## config.mk

```make
export PLATFORM = sky130hd
export DESIGN_NAME = ln_vec_feeder
export DESIGN_NICKNAME = d
export VERILOG_FILES = /design/src/rtl/ln_vec_feeder.sv
export SDC_FILE = /design/constraint.sdc
export NUM_CORES = 1
export LEC_CHECK = 0
export ABC_AREA = 1
export CORE_AREA = 2 2 290 292
export CTS_BUF_LIST = sky130_fd_sc_hd__clkbuf_8
export DETAILED_ROUTE_END_ITERATION = 10
export DIE_AREA = 0 0 292 294
export REMOVE_ABC_BUFFERS = 1
export SLEW_MARGIN = 10
export SYNTH_ARGS = -nofsm -noshare
export SYNTH_HDL_FRONTEND = slang
export SYNTH_SLANG_ARGS = --single-unit
```

## constraint.sdc

```tcl
create_clock -name clk -period 3.9 [get_ports clk]
set_input_delay 0.78 -clock clk [delete_from_list [all_inputs] [get_ports clk]]
set_output_delay 0.78 -clock clk [all_outputs]
set_load 0.02 [all_outputs]
```

## src/rtl/ln_vec_feeder.sv

```systemverilog
// ln_vec_feeder: streams one token vector into the layer-norm vector engine.
// On an accepted start it presents data_num and the in/out scale positions for one cycle. It then
// reads one activation word and one gamma/beta word per cycle from the SRAMs and forwards them
// BUS_NUM lanes per beat. Lanes past data_num on the last beat are masked to zero.
// Ports:
//   clk, rst_n                 clock, async active-low reset
//   start, cmd_*               command pulse and its fields (sampled only when idle)
//   act_rd_*, prm_rd_*         SRAM read ports (data returns RD_LAT cycles after enable)
//   gamma_rd_data/beta_rd_data parameter SRAM read data
//   ln_*                       layer-norm engine config and data bus (all registered)
//   busy, done                 command status
module ln_vec_feeder #(
  parameter int unsigned BUS_NUM         = 8,
  parameter int unsigned DATA_NUM_WIDTH  = 10,
  parameter int unsigned SCALA_POS_WIDTH = 5,
  parameter int unsigned ADDR_WIDTH      = 8,
  parameter int unsigned RD_LAT          = 1,
  parameter int unsigned sig_width       = 7,
  parameter int unsigned exp_width       = 8
) (
  input  logic                                          clk,
  input  logic                                          rst_n,
  input  logic                                          start,
  input  logic [DATA_NUM_WIDTH-1:0]                     cmd_data_num,
  input  logic [SCALA_POS_WIDTH-1:0]                    cmd_in_scale_pos,
  input  logic [SCALA_POS_WIDTH-1:0]                    cmd_out_scale_pos,
  input  logic [ADDR_WIDTH-1:0]                         cmd_act_base,
  input  logic [ADDR_WIDTH-1:0]                         cmd_prm_base,
  output logic                                          act_rd_en,
  output logic [ADDR_WIDTH-1:0]                         act_rd_addr,
  input  logic [BUS_NUM*8-1:0]                          act_rd_data,
  output logic                                          prm_rd_en,
  output logic [ADDR_WIDTH-1:0]                         prm_rd_addr,
  input  logic [BUS_NUM*(sig_width+exp_width+1)-1:0]    gamma_rd_data,
  input  logic [BUS_NUM*(sig_width+exp_width+1)-1:0]    beta_rd_data,
  output logic [DATA_NUM_WIDTH-1:0]                     ln_data_num,
  output logic                                          ln_data_num_vld,
  output logic [SCALA_POS_WIDTH-1:0]                    ln_in_scale_pos,
  output logic                                          ln_in_scale_pos_vld,
  output logic [SCALA_POS_WIDTH-1:0]                    ln_out_scale_pos,
  output logic                                          ln_out_scale_pos_vld,
  output logic [BUS_NUM*8-1:0]                          ln_fixed_data,
  output logic [BUS_NUM-1:0]                            ln_fixed_data_vld,
  output logic [BUS_NUM*(sig_width+exp_width+1)-1:0]    ln_gamma,
  output logic [BUS_NUM-1:0]                            ln_gamma_vld,
  output logic [BUS_NUM*(sig_width+exp_width+1)-1:0]    ln_beta,
  output logic [BUS_NUM-1:0]                            ln_beta_vld,
  output logic                                          busy,
  output logic                                          done
);
  localparam int unsigned FW    = sig_width + exp_width + 1;
  localparam int unsigned LgBus = $clog2(BUS_NUM);

  typedef enum logic [1:0] {StIdle, StCfg, StStream, StDrain} state_e;

  state_e                      state_q, state_d;
  logic                        busy_q, busy_d, done_q, done_d, cfg_vld_q, cfg_vld_d;
  logic [DATA_NUM_WIDTH-1:0]   num_q, num_d, cnt_q, cnt_d, ln_num_q, ln_num_d;
  logic [SCALA_POS_WIDTH-1:0]  in_sp_q, in_sp_d, out_sp_q, out_sp_d;
  logic [ADDR_WIDTH-1:0]       act_addr_q, act_addr_d, prm_addr_q, prm_addr_d;
  logic                        rd_en_q, rd_en_d;
  // Stage 0 is the mask of the beat being read this cycle; stage RD_LAT lines up with its data.
  logic [BUS_NUM-1:0]          pipe_q [RD_LAT+1];
  logic [BUS_NUM-1:0]          pipe_d [RD_LAT+1];
  logic [BUS_NUM*8-1:0]        data_q, data_d;
  logic [BUS_NUM*FW-1:0]       gamma_q, gamma_d, beta_q, beta_d;
  logic [BUS_NUM-1:0]          vld_q, vld_d;

  logic [DATA_NUM_WIDTH-1:0]   beats;
  logic [LgBus-1:0]            rem;
  logic [BUS_NUM-1:0]          last_mask, issue_mask, out_mask;
  logic                        pending;

  assign rem   = num_q[LgBus-1:0];
  assign beats = (num_q >> LgBus) + DATA_NUM_WIDTH'(rem != '0);

  always_comb begin
    last_mask = '0;
    for (int unsigned i = 0; i < BUS_NUM; i++) begin
      last_mask[i] = (rem == '0) || (i < 32'(rem));
    end
    pending = 1'b0;
    for (int unsigned i = 0; i <= RD_LAT; i++) begin
      pending = pending | (|pipe_q[i]);
    end
  end

  always_comb begin
    state_d    = state_q;
    busy_d     = busy_q;
    done_d     = 1'b0;
    cfg_vld_d  = 1'b0;
    ln_num_d   = '0;
    num_d      = num_q;
    in_sp_d    = in_sp_q;
    out_sp_d   = out_sp_q;
    cnt_d      = cnt_q;
    act_addr_d = act_addr_q;
    prm_addr_d = prm_addr_q;
    rd_en_d    = 1'b0;
    issue_mask = '0;
    unique case (state_q)
      StIdle: begin
        if (start) begin
          num_d      = cmd_data_num;
          in_sp_d    = cmd_in_scale_pos;
          out_sp_d   = cmd_out_scale_pos;
          act_addr_d = cmd_act_base;
          prm_addr_d = cmd_prm_base;
          cnt_d      = '0;
          cfg_vld_d  = 1'b1;
          ln_num_d   = cmd_data_num;
          busy_d     = 1'b1;
          state_d    = StCfg;
        end
      end
      StCfg: begin
        if (beats == '0) begin
          // Nothing to stream: finish straight from config.
          done_d  = 1'b1;
          busy_d  = 1'b0;
          state_d = StDrain;
        end else begin
          rd_en_d    = 1'b1;
          cnt_d      = DATA_NUM_WIDTH'(1);
          issue_mask = (beats == DATA_NUM_WIDTH'(1)) ? last_mask : '1;
          state_d    = StStream;
        end
      end
      StStream: begin
        if (cnt_q < beats) begin
          rd_en_d    = 1'b1;
          act_addr_d = act_addr_q + ADDR_WIDTH'(1);
          prm_addr_d = prm_addr_q + ADDR_WIDTH'(1);
          cnt_d      = cnt_q + DATA_NUM_WIDTH'(1);
          issue_mask = (cnt_d == beats) ? last_mask : '1;
        end else begin
          state_d = StDrain;
        end
      end
      StDrain: begin
        if (done_q) begin
          state_d = StIdle;
        end else if (!pending) begin
          done_d = 1'b1;
          busy_d = 1'b0;
        end
      end
      default: state_d = StIdle;
    endcase
  end

  always_comb begin
    pipe_d[0] = issue_mask;
    for (int unsigned i = 1; i <= RD_LAT; i++) begin
      pipe_d[i] = pipe_q[i-1];
    end
    out_mask = pipe_q[RD_LAT];
    vld_d    = out_mask;
    data_d   = '0;
    gamma_d  = '0;
    beta_d   = '0;
    for (int unsigned i = 0; i < BUS_NUM; i++) begin
      if (out_mask[i]) begin
        data_d[i*8 +: 8]   = act_rd_data[i*8 +: 8];
        gamma_d[i*FW +: FW] = gamma_rd_data[i*FW +: FW];
        beta_d[i*FW +: FW]  = beta_rd_data[i*FW +: FW];
      end
    end
  end

  always_ff @(posedge clk or negedge rst_n) begin
    if (!rst_n) begin
      state_q    <= StIdle;
      busy_q     <= 1'b0;
      done_q     <= 1'b0;
      cfg_vld_q  <= 1'b0;
      ln_num_q   <= '0;
      num_q      <= '0;
      in_sp_q    <= '0;
      out_sp_q   <= '0;
      cnt_q      <= '0;
      act_addr_q <= '0;
      prm_addr_q <= '0;
      rd_en_q    <= 1'b0;
      for (int unsigned i = 0; i <= RD_LAT; i++) pipe_q[i] <= '0;
      data_q     <= '0;
      gamma_q    <= '0;
      beta_q     <= '0;
      vld_q      <= '0;
    end else begin
      state_q    <= state_d;
      busy_q     <= busy_d;
      done_q     <= done_d;
      cfg_vld_q  <= cfg_vld_d;
      ln_num_q   <= ln_num_d;
      num_q      <= num_d;
      in_sp_q    <= in_sp_d;
      out_sp_q   <= out_sp_d;
      cnt_q      <= cnt_d;
      act_addr_q <= act_addr_d;
      prm_addr_q <= prm_addr_d;
      rd_en_q    <= rd_en_d;
      for (int unsigned i = 0; i <= RD_LAT; i++) pipe_q[i] <= pipe_d[i];
      data_q     <= data_d;
      gamma_q    <= gamma_d;
      beta_q     <= beta_d;
      vld_q      <= vld_d;
    end
  end

  // Scale positions are only driven alongside their valid pulse.
  logic [SCALA_POS_WIDTH-1:0] ln_in_q, ln_out_q;
  always_ff @(posedge clk or negedge rst_n) begin
    if (!rst_n) begin
      ln_in_q  <= '0;
      ln_out_q <= '0;
    end else begin
      ln_in_q  <= cfg_vld_d ? in_sp_d : '0;
      ln_out_q <= cfg_vld_d ? out_sp_d : '0;
    end
  end

  assign act_rd_en            = rd_en_q;
  assign prm_rd_en            = rd_en_q;
  assign act_rd_addr          = act_addr_q;
  assign prm_rd_addr          = prm_addr_q;
  assign ln_data_num          = ln_num_q;
  assign ln_data_num_vld      = cfg_vld_q;
  assign ln_in_scale_pos      = ln_in_q;
  assign ln_in_scale_pos_vld  = cfg_vld_q;
  assign ln_out_scale_pos     = ln_out_q;
  assign ln_out_scale_pos_vld = cfg_vld_q;
  assign ln_fixed_data        = data_q;
  assign ln_fixed_data_vld    = vld_q;
  assign ln_gamma             = gamma_q;
  assign ln_gamma_vld         = vld_q;
  assign ln_beta              = beta_q;
  assign ln_beta_vld          = vld_q;
  assign busy                 = busy_q;
  assign done                 = done_q;

endmodule

```

==> flow_summary.ini <==
[synthesis]
synthArstFlopShare_pct = 100.0
synth_cells = 1571
synth_edf_count = 0
ys_ff_latch = 406
yosysWarnings = 0
synth_cell_types = 31
synthFlopType = dfrtp_1
synth_seq_area_share_pct = 66.81
syn_avg_cell_area_um2 = 9.680
syn-cell-area_um2 = 15210

[cts]
clk_pin_slew_worst_paths_ns = 0.06
cts_tree = done
cts.sinks = 406
cts_buffer_depth = 3
htreeDepth = 3
clk_latency_ns = 0.68
root_buffer = clkbuf_8
numCtsBuffers = 76

[floorplan]
rows = 106
io_pins = 746
dieHeight_um = 294
die_w_um = 292
die-area_um2 = 85850
coreArea_um2 = 82890
initial_core_util_pct = 18.35

[timing]
finalHoldViolations = 0
setup-violations-final = 0
fin_ws_ns = 0.5785
finalClockSkew_ns = 0.03487
worst_pin_slew_ns = 0.8967
slew_viol_final = 0
finalCriticalPeriod_ns = 3.322
setup_tns_ns = 0
min_period_over_period_pct = 85.17
fmax_ghz = 0.3011
rsz0062_at_grt = no
max_slew_margin_pct = 40.22

[placed_design]
dp_hpwl_um = 44500
post-place-ws_ns = 0.4071
dp.cells = 3341
portBuffers = 745
gp_congestion = 0.8650

[pwr]
p_total_mw = 15.57
max-vdd-ir-drop_mv = 0.3058
p_leak_nw = 13.80
powerDensity_nw_per_um2 = 612.0

[final_layout]
nFillCells = 8561
layout_commonest_cell = clkdlybuf4s50_1
drive_gt1_share_pct = 6.466
multi_input_area_um2 = 3216
layout.nets = 2713
area_growth_pct = 67.31
stdcell_count = 3478
final_cell_mix = clkdlybuf4s50_1 (744), nand2_1 (454), inv_1 (413)
seq_area_um2 = 10160

[worst_setup_path]
crit_path_max_fanout = 32
critPathRequiredTime_ns = 4.42
start_kind = flop
critPathKind = reg2reg
critPathArrivalTime_ns = 3.84
setup.worst_path.end_class = flop
r2r-start = num_q[1]
crit_path_start = num_q[1]

[drt]
drtPass1Iterations = 5
wl_per_cell_um = 16.56
ant_nets = 0
drc = 0
num_vias = 12347
routed_wirelength_um = 57610
via_per_inst = 3.550
dr.first_iter.drc_count = 662

[status]
status = complete, no violations

[grt]
grt.overflow.total = 0
grt_pass1_vias = 12525
grt_usage_pct = 13.07
grt_max_degree = 96
grt_pass1_wl_um = 83250
antenna_found_initial = 4

[run]
drv_cap = 0

[worst_hold_path]
hold_path.class = in2async
## flip-flops by register name (all words and copies together), names as in the netlist, 2 cells and up
name	count
ln_in_scale_pos	5
num_q	10
state_q	2
ln_beta	128
ln_gamma	128
ln_fixed_data	64
pipe_d	8
act_rd_addr	8
cnt_q	10
out_mask	8
prm_rd_addr	8
ln_data_num	10
ln_beta_vld	8
ln_out_scale_pos	5
## cell type report
type	instances	area share, %
multi-input combinational	702	12.64
clock buffer	95	5.139
sequential	406	39.94
timing repair buffer	766	30.10
tap	1080	5.311
inverter	387	5.709
antenna	1	0.009835
clock inverter	41	1.156
## worst paths after layout
path / to / cells after the start / slack [ns]
worst max-delay path: act_rd_addr[1] / 16 / 0.58
worst min-delay path: ln_fixed_data[63] / 1 / 0.13
worst max register to register: act_rd_addr[1] / 16 / 0.58
worst min register to register: out_mask[1] / 0 / 0.37
max in group asynchronous: ln_gamma[65] / 2 / 2.76
min in group clk: out_mask[1] / 0 / 0.37
## metrics by stage
step | utilization (%) | hold WS [ns] | area [um^2]
6_report | 30.69 | 0.1296 | 25440
5_1_grt | 30.69 | 0.1647 | 25440
4_1_cts | 30.69 | 0.1349 | 25440
3_5_place_dp | 28.75 | 0.3598 | 23830
3_3_place_gp | 28.75 | 0.3611 | 23830
2_1_floorplan | - | 0.3540 | 14820
## what timing repair did
item / 4_1_cts / 5_1_grt
endpoints found under the setup margin: 0 / 2
buffers inserted: 0 / 0
gates resized for setup: 0 / 1
hold buffers: 0 / 0
## cells in the mapped netlist, types with 9 or more instances
master    number  area, um^2
nand2_2        9       56.30
ha_1          15       187.7
nand4_1       14       87.58
nor2_1        71       266.5
nand2_1      454        1704
nand3_2       10       100.1
inv_1        382        1434
nand3_1       41       205.2
xor2_1         9       78.83
dfrtp_1      406       10160
o21ai_1       18       90.09
mux2i_1       12       120.1
a21oi_1       13       65.06
buf_4         23       172.7
clkbuf_1      47       176.4
o21ai_0       13       65.06
## logic make-up (layout without fill, tap and decap cells)
group                    after synthesis  in the layout  share of synthesized area (%)
adder cells (fa/ha/maj)               15             15                          1.234
multiplexers                          12             12                         0.7899
XOR/XNOR                              12             12                         0.6912
AO/OA/AOI/OAI                         56             56                          2.057
buffers and inverters                463           1289                          12.08
flip-flops                           406            406                          66.81
other                                  0              1                              0
AND/OR/NAND/NOR                      607            607                          16.34
## where the power goes
part	leakage [nW]	total [mW]	switching (mW)	internal (mW)
combinational	7.41	5.58	3.22	2.36
clock	0.929	4.32	1.90	2.41
sequential	5.46	5.67	0.601	5.07
total	13.8	15.6	5.72	9.85
## critical path, stage by stage (launching register included)
cell and delay, ns:
dfrtp_1 0.42, nor2_1 0.24, nand2_1 0.17, ha_1 0.22, ha_1 0.29, xnor2_1 0.32
ha_1 0.29, o21ai_0 0.07, nand3_1 0.10, nand2_1 0.07, nand2_1 0.05, nand2_1 0.07
nand2_1 0.06, nand2_2 0.31, nand2_4 0.29, nand2_1 0.12, o21ai_1 0.07
## per-layer routing
metal / up-vias / routed length (um) / global-route usage (%)
li1: 6031 / - / -
met1: 5773 / 23470 / 15.69
met2: 457 / 28540 / 21.93
met3: 82 / 4187 / 4.056
met4: 4 / 1382 / 4.878
met5: - / 30 / 0
Power figures use the tool's default switching activity.
